===== config.mk =====
export PLATFORM = sky130hd
export DESIGN_NAME = rr_mux
export DESIGN_NICKNAME = d
export VERILOG_FILES = /design/src/rtl/rr_mux.sv
export SDC_FILE = /design/constraint.sdc
export NUM_CORES = 1
export LEC_CHECK = 0
export ABC_AREA = 1
export CORE_MARGIN = 1.5
export CORE_UTILIZATION = 38
export DETAILED_ROUTE_END_ITERATION = 16
export PLACE_DENSITY = 0.8
export REMOVE_ABC_BUFFERS = 1
export SLEW_MARGIN = 40
export SYNTH_ARGS = -nofsm -noshare
export SYNTH_HDL_FRONTEND = slang
export SYNTH_SLANG_ARGS = --single-unit
export TNS_END_PERCENT = 10

===== constraint.sdc =====
create_clock -name clk -period 1.75 [get_ports clk]
set_input_delay 0.175 -clock clk [delete_from_list [all_inputs] [get_ports clk]]
set_output_delay 0.175 -clock clk [all_outputs]
set_load 0.01 [all_outputs]

===== src/rtl/rr_mux.sv =====
// rr_mux: N:1 valid/ready multiplexer with round-robin or fixed-priority
// arbitration and a single registered output stage (out_valid/out_data/
// out_channel). in_ready is combinational from in_valid, out_ready and the
// registered state; the outputs are driven only from registers.
module rr_mux #(
  parameter int BITS           = 8,
  parameter int CHANNELS       = 4,
  parameter int FIXED_PRIORITY = 0,
  localparam int CW            = (CHANNELS > 1) ? $clog2(CHANNELS) : 1
) (
  input  logic                     clk,
  input  logic                     reset_n,
  input  logic [CHANNELS-1:0]      in_valid,
  input  logic [CHANNELS*BITS-1:0] in_data,
  output logic [CHANNELS-1:0]      in_ready,
  output logic                     out_valid,
  output logic [BITS-1:0]          out_data,
  output logic [CW-1:0]            out_channel,
  input  logic                     out_ready
);

  // Lowest set bit of vec, returned as {found, index}.
  function automatic logic [CW:0] find_first(input logic [CHANNELS-1:0] vec);
    logic [CW:0] res;
    res = '0;
    for (int i = CHANNELS - 1; i >= 0; i--) begin
      res = vec[i] ? {1'b1, CW'(i)} : res;
    end
    return res;
  endfunction

  logic                r_out_valid;
  logic [BITS-1:0]     r_out_data;
  logic [CW-1:0]       r_out_channel;
  logic [CW-1:0]       r_last;

  logic [CHANNELS-1:0] w_above_last;
  logic [CW:0]         w_hi;
  logic [CW:0]         w_lo;
  logic [CW:0]         w_low_first;
  logic                w_grant_found;
  logic [CW-1:0]       w_grant_idx;
  logic                w_accept;
  logic                w_xfer;
  logic [BITS-1:0]     w_sel_data;

  // Arbitration: round-robin prefers channels above r_last (lowest first),
  // then wraps to channels 0..r_last, so r_last itself is considered last.
  always_comb begin
    w_above_last = '0;
    for (int i = 0; i < CHANNELS; i++) begin
      w_above_last[i] = (CW'(i) > r_last);
    end
    w_hi        = find_first(in_valid & w_above_last);
    w_lo        = find_first(in_valid & ~w_above_last);
    w_low_first = find_first(in_valid);
    if (FIXED_PRIORITY != 0) begin
      w_grant_found = w_low_first[CW];
      w_grant_idx   = w_low_first[CW-1:0];
    end else if (w_hi[CW]) begin
      w_grant_found = 1'b1;
      w_grant_idx   = w_hi[CW-1:0];
    end else begin
      w_grant_found = w_lo[CW];
      w_grant_idx   = w_lo[CW-1:0];
    end
  end

  // Handshake decode: one-hot in_ready for the granted channel, payload select.
  always_comb begin
    w_accept   = !r_out_valid || out_ready;
    w_xfer     = reset_n && w_accept && w_grant_found;
    w_sel_data = '0;
    in_ready   = '0;
    for (int i = 0; i < CHANNELS; i++) begin
      w_sel_data  = (CW'(i) == w_grant_idx) ? in_data[i*BITS +: BITS] : w_sel_data;
      in_ready[i] = w_xfer && (CW'(i) == w_grant_idx);
    end
  end

  // Output register and round-robin pointer; reset parks the pointer on the
  // top channel so channel 0 wins the first round-robin scan.
  always_ff @(posedge clk) begin
    if (!reset_n) begin
      r_out_valid   <= 1'b0;
      r_out_data    <= '0;
      r_out_channel <= '0;
      r_last        <= CW'(CHANNELS - 1);
    end else if (w_accept) begin
      if (w_grant_found) begin
        r_out_valid   <= 1'b1;
        r_out_data    <= w_sel_data;
        r_out_channel <= w_grant_idx;
        r_last        <= w_grant_idx;
      end else begin
        r_out_valid   <= 1'b0;
      end
    end
  end

  assign out_valid   = r_out_valid;
  assign out_data    = r_out_data;
  assign out_channel = r_out_channel;

endmodule

=== Yosys cells after proc, flatten, opt, wreduce, memory -nomap -nowiden ===
Index checks and enable logic that the tools add are counted.

* Register bits: 13

* Bitwise gates (word level): 3
* Magnitude comparators: 4
* Multiplexer cells: 15
* Equality and inequality tests: 3
* Reductions and logical operators: 10

{| class="wikitable"
|+ Operators by type and width
! kind !! count
|-
| $mux 8 || 4
|-
| $mux 3 || 8
|-
| $and 4x4->4 || 2
|-
| $logic_and 1x1->1 || 6
|-
| $eq 2x2->1 const A || 2
|-
| $gt 1x2->1 const A || 2
|-
| $gt 2x2->1 const A || 2
|-
| $not 4->4 || 1
|-
| $eq 1x2->1 const A || 1
|-
| $logic_not 2->1 || 1
|-
| $mux 1 || 2
|-
| $mux 2 || 1
|-
| $reduce_and 2->1 || 1
|-
| $logic_not 1->1 || 1
|-
| $logic_or 1x1->1 || 1
|}

=== Logic depth before layout (Yosys ltp) ===
Gate-level depths: netlist of run 1.

* Word-level depth: 13
* Depth in mapped cells: 12
* Mapped depth without buffers: 11

=== Worst setup path after synthesis of run 1 ===
Ideal clock, no wire load.

* Kind: reg-to-output
* From: reg r_last[1]
* To: out in_ready[2]
* Stages on the path, launching flop included: 9
* Path buffers: 1
* Arrival time: 1,202 ps
* Path slack: 373 ps
* Required time: 1,575 ps
* Cell sequence: dfxtp_1 -> inv_2 -> nand2_4 -> nand2_2 -> inv_1 -> nand2_2 -> nand2_4 -> buf_4 -> nor3_1

* Word-level cells in the longest chain between the ends: 10
* Elaborated cells between the ends (all ways): 20
* Classes of those cells: order compare: 4; eq/ne: 1; mux: 10; bitwise: 3; reduce/logical: 2

{| class="wikitable"
|+ RTL lines
! what !! line !! source
|-
| start: declaration || 35 || <nowiki>logic [CW-1:0] r_last;</nowiki>
|-
| start signal: assignment || 88 || <nowiki>r_last <= CW'(CHANNELS - 1);</nowiki>
|-
| start signal: assignment || 94 || <nowiki>r_last <= w_grant_idx;</nowiki>
|-
| $gt 2x2->1 || 52 || <nowiki>w_above_last[i] = (CW'(i) > r_last);</nowiki>
|-
| $not 4->4 || 55 || <nowiki>w_lo = find_first(in_valid & ~w_above_last);</nowiki>
|-
| $and 4x4->4 || 55 ||
|-
| $mux 3 (4 in series) || 27 || <nowiki>res = vec[i] ? {1'b1, CW'(i)} : res;</nowiki>
|-
| $mux 2 / $mux 1 (equally long branches) || 60 || <nowiki>end else if (w_hi[CW]) begin</nowiki>
|-
| $eq 2x2->1 / $logic_and 1x1->1 (equally long branches) || 77, 72 ||
|-
| $logic_and 1x1->1 * || 77 || <nowiki>in_ready[i] = w_xfer && (CW'(i) == w_grant_idx);</nowiki>
|-
| end: declaration || 15 || <nowiki>output logic [CHANNELS-1:0] in_ready,</nowiki>
|}

Mark *: on every way between the ends. The rest lies on a longest branch, timed or not.

=== Worst setup path in the final report of run 1 ===
* From: in in_valid[1]
* To: out in_ready[0]

* Word-level cells in the longest chain between the ends: 6
* Elaborated cells between the ends (all ways): 11
* Classes of those cells: mux: 6; bitwise: 2; reduce/logical: 3

{| class="wikitable"
|+ RTL lines
! what !! line !! source
|-
| start: declaration || 13 || <nowiki>input logic [CHANNELS-1:0] in_valid,</nowiki>
|-
| $and 4x4->4 (on tied branches) || 55, 54 ||
|-
| $mux 3 (2 in series) || 27 ||
|-
| $mux 2 / $mux 1 (equally long branches) || 60 ||
|-
| $logic_not 2->1 / $logic_and 1x1->1 (equally long branches) || 77, 72 ||
|-
| $logic_and 1x1->1 * || 77 ||
|}

Marked as above.

==> results of run 1 <==
worst max-delay path: stages:
cell,delay [ns]
clkdlybuf4s50_1,0.58
inv_1,0.09
nand3_1,0.10
nand2_2,0.09
buf_4,0.15
nor3_4,0.17
buf_2,0.16
routing by layer:
metal,up-vias,GRT usage,wire (µm)
met3,8,0.04802,213
li1,629,-,-
met5,-,0,0
met4,0,0.1239,81
met1,595,0.2974,1374
met2,49,0.4833,1782
power groups by stage:
stage / clock (W) / sequential, W / combinational (W)
global route: 0.000213 / 0.000366 / 0.000676
detailed placement: 0 / 0.000366 / 0.000597
finish: 0.000191 / 0.000361 / 0.000615
floorplan: 0 / 0.000381 / 0.000260
global placement: 0 / 0.000365 / 0.000574
CTS: 0.000196 / 0.000361 / 0.000601
synth_stat cells (all sizes together):
cell / instances
nand3: 36
nand2: 29
nor2: 22
dfxtp: 13
inv: 13
o21ai: 9
nand4: 8
buf: 7
nor3: 4
a21oi: 2
o211ai: 2
clkbuf: 1
flip-flops by register name, indices dropped and copies added, names as in the netlist:
register	flops
r_last	2
out_valid	1
out_data	8
out_channel	2
metrics by stage:
stage | util | std cells | setup slack, ns | instance area (µm²)
6_report | 0.7081 | 242 | 0.04854 | 1627
3_5_place_dp | 0.6830 | 235 | -0.4676 | 1569
2_1_floorplan | - | 138 | -0.07142 | 883.3
3_3_place_gp | 0.6830 | 235 | -0.3396 | 1569
5_1_grt | 0.7081 | 242 | 0.002772 | 1627
4_1_cts | 0.7015 | 242 | 0.001785 | 1612
worst paths after layout:
check             slack (ns)                     endpoint                   startpoint  cells past startpoint
setup / recovery        0.05                  in_ready[0]                  in_valid[1]                      7
hold / removal          0.47  out_channel[1]$_SDFFE_PN0P_  out_channel[1]$_SDFFE_PN0P_                      2
setup reg to reg        0.18     out_data[3]$_SDFFE_PN0P_       out_valid$_SDFFE_PN0N_                      9
hold reg to reg         0.47  out_channel[1]$_SDFFE_PN0P_  out_channel[1]$_SDFFE_PN0P_                      2
area by class of cell:
class | instances | area, µm² | share of cell area
Clock buffer | 4 | 26.28 | 0.01615
Inverter | 13 | 51.30 | 0.03154
Multi-Input combinational cell | 112 | 598.1 | 0.3677
Sequential cell | 13 | 262.8 | 0.1615
Tap cell | 28 | 35.03 | 0.02154
Timing Repair Buffer | 72 | 653.1 | 0.4015
cells by family after synthesis:
| group | count (synthesis) |
|---|---|
| and+or+nand+nor | 99 |
| DFF | 13 |
| AOI/OAI and AO/OA | 13 |
| buffers and inverters | 21 |
what timing repair did:
| action | CTS | global route |
|---|---|---|
| pin swaps | 3 | 2 |
| endpoints found under the hold margin | 0 | 0 |
| resized for setup | 17 | 12 |
| cloned | 0 | 0 |
| setup buffers | 3 | 0 |
| setup endpoints to repair | 4 | 17 |
==> qor.yml, run 1 <==
run_status:
  outcome: "finished, final reports clean"
sta:
  tightest_slew_ns: 0.2285
  slew_headroom: 0.8471
  hold_violations: 0
  fin_crit_sh: 0.9723
  tns_ns: 0
  clock.fmax_mhz: 587.7
  hold_slack_ns: 0.4733
  finalClockSkew_ns: 0.005094
  grt_setup_unrepaired: "false"
  layout_min_cycle_time_ns: 1.701
  slew_viol_final: 0
  final-setup-viol-count: 0
floorplanning:
  design.core.area_mm2: 0.002297
  start_util: 0.4150
  io_pins: 54
  dieArea_mm2: 0.002819
  rows: 17
  die_h_um: 53.09
  fp.dieW_um: 53.09
global_route:
  grt_pass1_wl_um: 5540
  antenna_found_initial: 0
  first_global_vias: 1323
  grt.total_usage: 0.2667
  grt-ovfl-total: 0
  grt_max_degree: 23
placement:
  port_buffers: 53
  hpwl_um: 2610
  place.gp.congestion: 0.8468
logic_synthesis:
  synth.area.top_cells: "dfxtp_1 27%, nand3_1 17%, nand2_1 8.7%"
  syn_area_um2: 953.4
  synth_compound_area_frac: 0.07349
  synthMuxAreaShare: 0
  synthSimpleGateAreaFrac: 0.5262
  synth-seq-cells: 13
  synth_largest_area_cell: "dfxtp_1"
  postSynthCellCount: 146
  ys_seq_area_frac: 0.2730
  synth_top_cell_area_share: 0.2730
  syn_area_per_cell_um2: 6.530
  synth_cell_type_count: 21
  synth_fa_ha_area_frac: 0
  yosysWarningCount: 0
  synth-xor-area-share: 0
  synth_top_family_by_area: "simple AND/OR/NAND/NOR gates"
finish:
  final_common_cell: "clkdlybuf4s50_1"
  final_cell_mix: "46 x clkdlybuf4s50_1, 32 x nand3_1, 21 x nand2_1"
  antennaDiodeCount: 0
  nFillCells: 204
  area_growth_pct: 70.60
  nNetsFinal: 254
  layout-drive-gt1-share: 0.2290
route:
  post_drt_via_cell_ratio: 5.293
  route.vias.total: 1281
  detail_route.drc_violations: 0
  wl_per_cell_um: 14.26
  antenna_left: 0
  drt-initial-drc-count: 12
  first_pass_iters: 4
  wl_um: 3452
clocking:
  path_clk_slew_ns: 0.08
  cts-buffers-inserted: 3
  cts.path.max_buffers: 2
  root_buffer: "clkbuf_4"
  cts_tree: "yes"
  h-tree-depth: 1
  clk_latency_ns: 0.27
  cts_hold_buf: 0
  cts.sinks: 13
run:
  maxCapViolations: 0
power:
  p_int_w: 0.0007287
  combPwrFrac: 0.527
  swShare: 0.3757
  power_density_mw_per_mm2: 717.6
  vdd_drop_max_v: 0.0004671
  p_seq_frac: 0.309
  finalPower_w: 0.001167
  p_sw_w: 0.0004385
  clkPwrFrac: 0.163
  leakagePower_nw: 0.7616
worst_setup_path:
  worstSetupStartpointType: "primary input"
  cp-end-kind: "primary output"
  critPathKind: "in2out"
  cp_max_fo: 4
  cp.arrival_ns: 1.53
  required_ns: 1.57
worst_hold_path:
  holdCritPathClass: "reg2reg"
(Power assumes the default switching activity.)
==> run 2, diff against run 1 <==
Settings changed: CORE_ASPECT_RATIO set to 1.5.
==> qor.yml, run 2 (synthesized netlist as in run 1, its figures left out) <==
floorplanning:
  fp.dieW_um: 43.90
  die_h_um: 64.35
  io_pins: 54
  dieArea_mm2: 0.002825
  design.core.area_mm2: 0.002422
  start_util: 0.3936
  rows: 22
global_route:
  grt_max_degree: 23
  grt-ovfl-total: 0
  grt.total_usage: 0.2307
  first_global_vias: 1222
  grt_pass1_wl_um: 5106
  antenna_found_initial: 0
finish:
  final_common_cell: "clkdlybuf4s50_1"
  largest_reg_flops: 8
  fin_cells: 231
  nNetsFinal: 247
  final_cell_mix: "48 x clkdlybuf4s50_1, 32 x nand3_1, 22 x nand2_1"
  area_growth_pct: 62.20
  layout-drive-gt1-share: 0.1787
  antennaDiodeCount: 0
route:
  antenna_left: 0
  met1Wirelength_um: 1225
  route.vias.total: 1224
  drt-initial-drc-count: 32
  post_drt_via_cell_ratio: 5.299
  met3WireLength_um: 184
  met2_length_um: 1621
  wl_um: 3102
  wl_per_cell_um: 13.43
  first_pass_iters: 4
  highest_layer: "met4"
  detail_route.drc_violations: 0
worst_hold_path:
  worst_hold_path.num_cells: 2
  holdCritPathClass: "reg2reg"
worst_setup_path:
  cp.arrival_ns: 1.48
  cp.depth: 9
  worstSetupStartpointType: "primary input"
  critPathKind: "in2out"
  ff2ff_path_depth: 11
  cp_top_family: "buffers and inverters"
  critPathMaxStageDelay_ns: 0.49
  path_buf_inv: 4
  cp-end-kind: "primary output"
  slowest_stage: "clkdlybuf4s50_1"
  crit_chain: "clkdlybuf4s50_1 > buf_4 > nand2_4 > nand2_2 > inv_1 > nand2_2 > nand2_4 > nor3_1 > buf_2"
  required_ns: 1.57
  cp_max_fo: 4
sta:
  finalClockSkew_ns: 0.004529
  slew_viol_final: 0
  grt_setup_unrepaired: "false"
  tightest_slew_ns: 0.2138
  hold_violations: 0
  layout_min_cycle_time_ns: 1.654
  slew_headroom: 0.8575
  fin_crit_sh: 0.9450
  hold_slack_ns: 0.4646
  clock.fmax_mhz: 604.7
  final-setup-viol-count: 0
clocking:
  h-tree-depth: 1
  root_buffer: "clkbuf_4"
  cts.sinks: 13
  clk_latency_ns: 0.27
  cts-buffers-inserted: 3
  path_clk_slew_ns: 0.09
  cts.path.max_buffers: 2
  cts_tree: "yes"
power:
  vdd_drop_max_v: 0.0004592
  power_density_mw_per_mm2: 714.3
  leakagePower_nw: 0.7235
placement:
  placed_cells: 227
  hpwl_um: 2409
  place.gp.congestion: 0.8501
  port_buffers: 53
run_status:
  outcome: "finished, final reports clean"
run:
  maxCapViolations: 0
## run 2: metal layers
metal / vias to the layer above / GRT usage
li1: 612 / -
met1: 555 / 0.2590
met2: 51 / 0.4044
met3: 6 / 0.04237
met4: 0 / 0.1023
met5: - / 0
## run 2: final timing paths
kind         slack [ns]                   startpoint                           to
min reg2reg        0.46  out_channel[1]$_SDFFE_PN0P_  out_channel[1]$_SDFFE_PN0P_
min                0.46  out_channel[1]$_SDFFE_PN0P_  out_channel[1]$_SDFFE_PN0P_
max reg2reg        0.22       r_last[1]$_SDFFE_PN1P_     out_data[2]$_SDFFE_PN0P_
max                 0.1                  in_valid[2]                  in_ready[3]
## run 2: worst reg2reg max path, cell delays in order, from the launching register on
cell     delay [ns]
dfxtp_2        0.36
inv_2          0.07
nor2_1         0.10
nand3_1        0.11
nand2_2        0.10
nand2_4        0.06
buf_4          0.18
inv_4          0.17
nand3_1        0.10
nand3_1        0.10
nor2_1         0.04
nor2_1         0.08
## run 2: area by class of cell
| type | instances | area, µm² |
|---|---|---|
| fill | 223 | 875.8 |
| timing repair buffer | 65 | 603.1 |
| multi-input combinational | 112 | 571.8 |
| sequential | 13 | 262.8 |
| inverter | 13 | 51.30 |
| tap | 24 | 30.03 |
| clock buffer | 3 | 22.52 |
| clock inverter | 1 | 5.005 |
## run 2: stage by stage
step / setup slack [ns] / instance area, µm² / util / total power (W) / TNS [ns]
after floorplan: -0.07142 / 883.3 / - / 0.0006412 / -0.1769
after global placement: -0.2531 / 1534 / 0.6333 / 0.0009110 / -1.241
after detailed placement: -0.3313 / 1534 / 0.6333 / 0.0009297 / -2.026
after CTS: 0.007865 / 1556 / 0.6426 / 0.001113 / 0
after global routing: 0.01170 / 1546 / 0.6384 / 0.001190 / 0
final: 0.09629 / 1546 / 0.6384 / 0.001105 / 0
## run 2: timing repair
action | in CTS | in global routing
resized for setup | 10 | 7
setup buffers | 0 | 0
endpoints found under the setup margin | 4 | 3
hold buffers | 0 | 0
## run 2: where the power goes
group | total (W) | internal [W] | switching (W)
combinational | 0.000556 | 0.000270 | 0.000286
clock | 0.000188 | 0.0000845 | 0.000103
sequential | 0.000361 | 0.000339 | 0.0000221
total | 0.00110 | 0.000693 | 0.000411
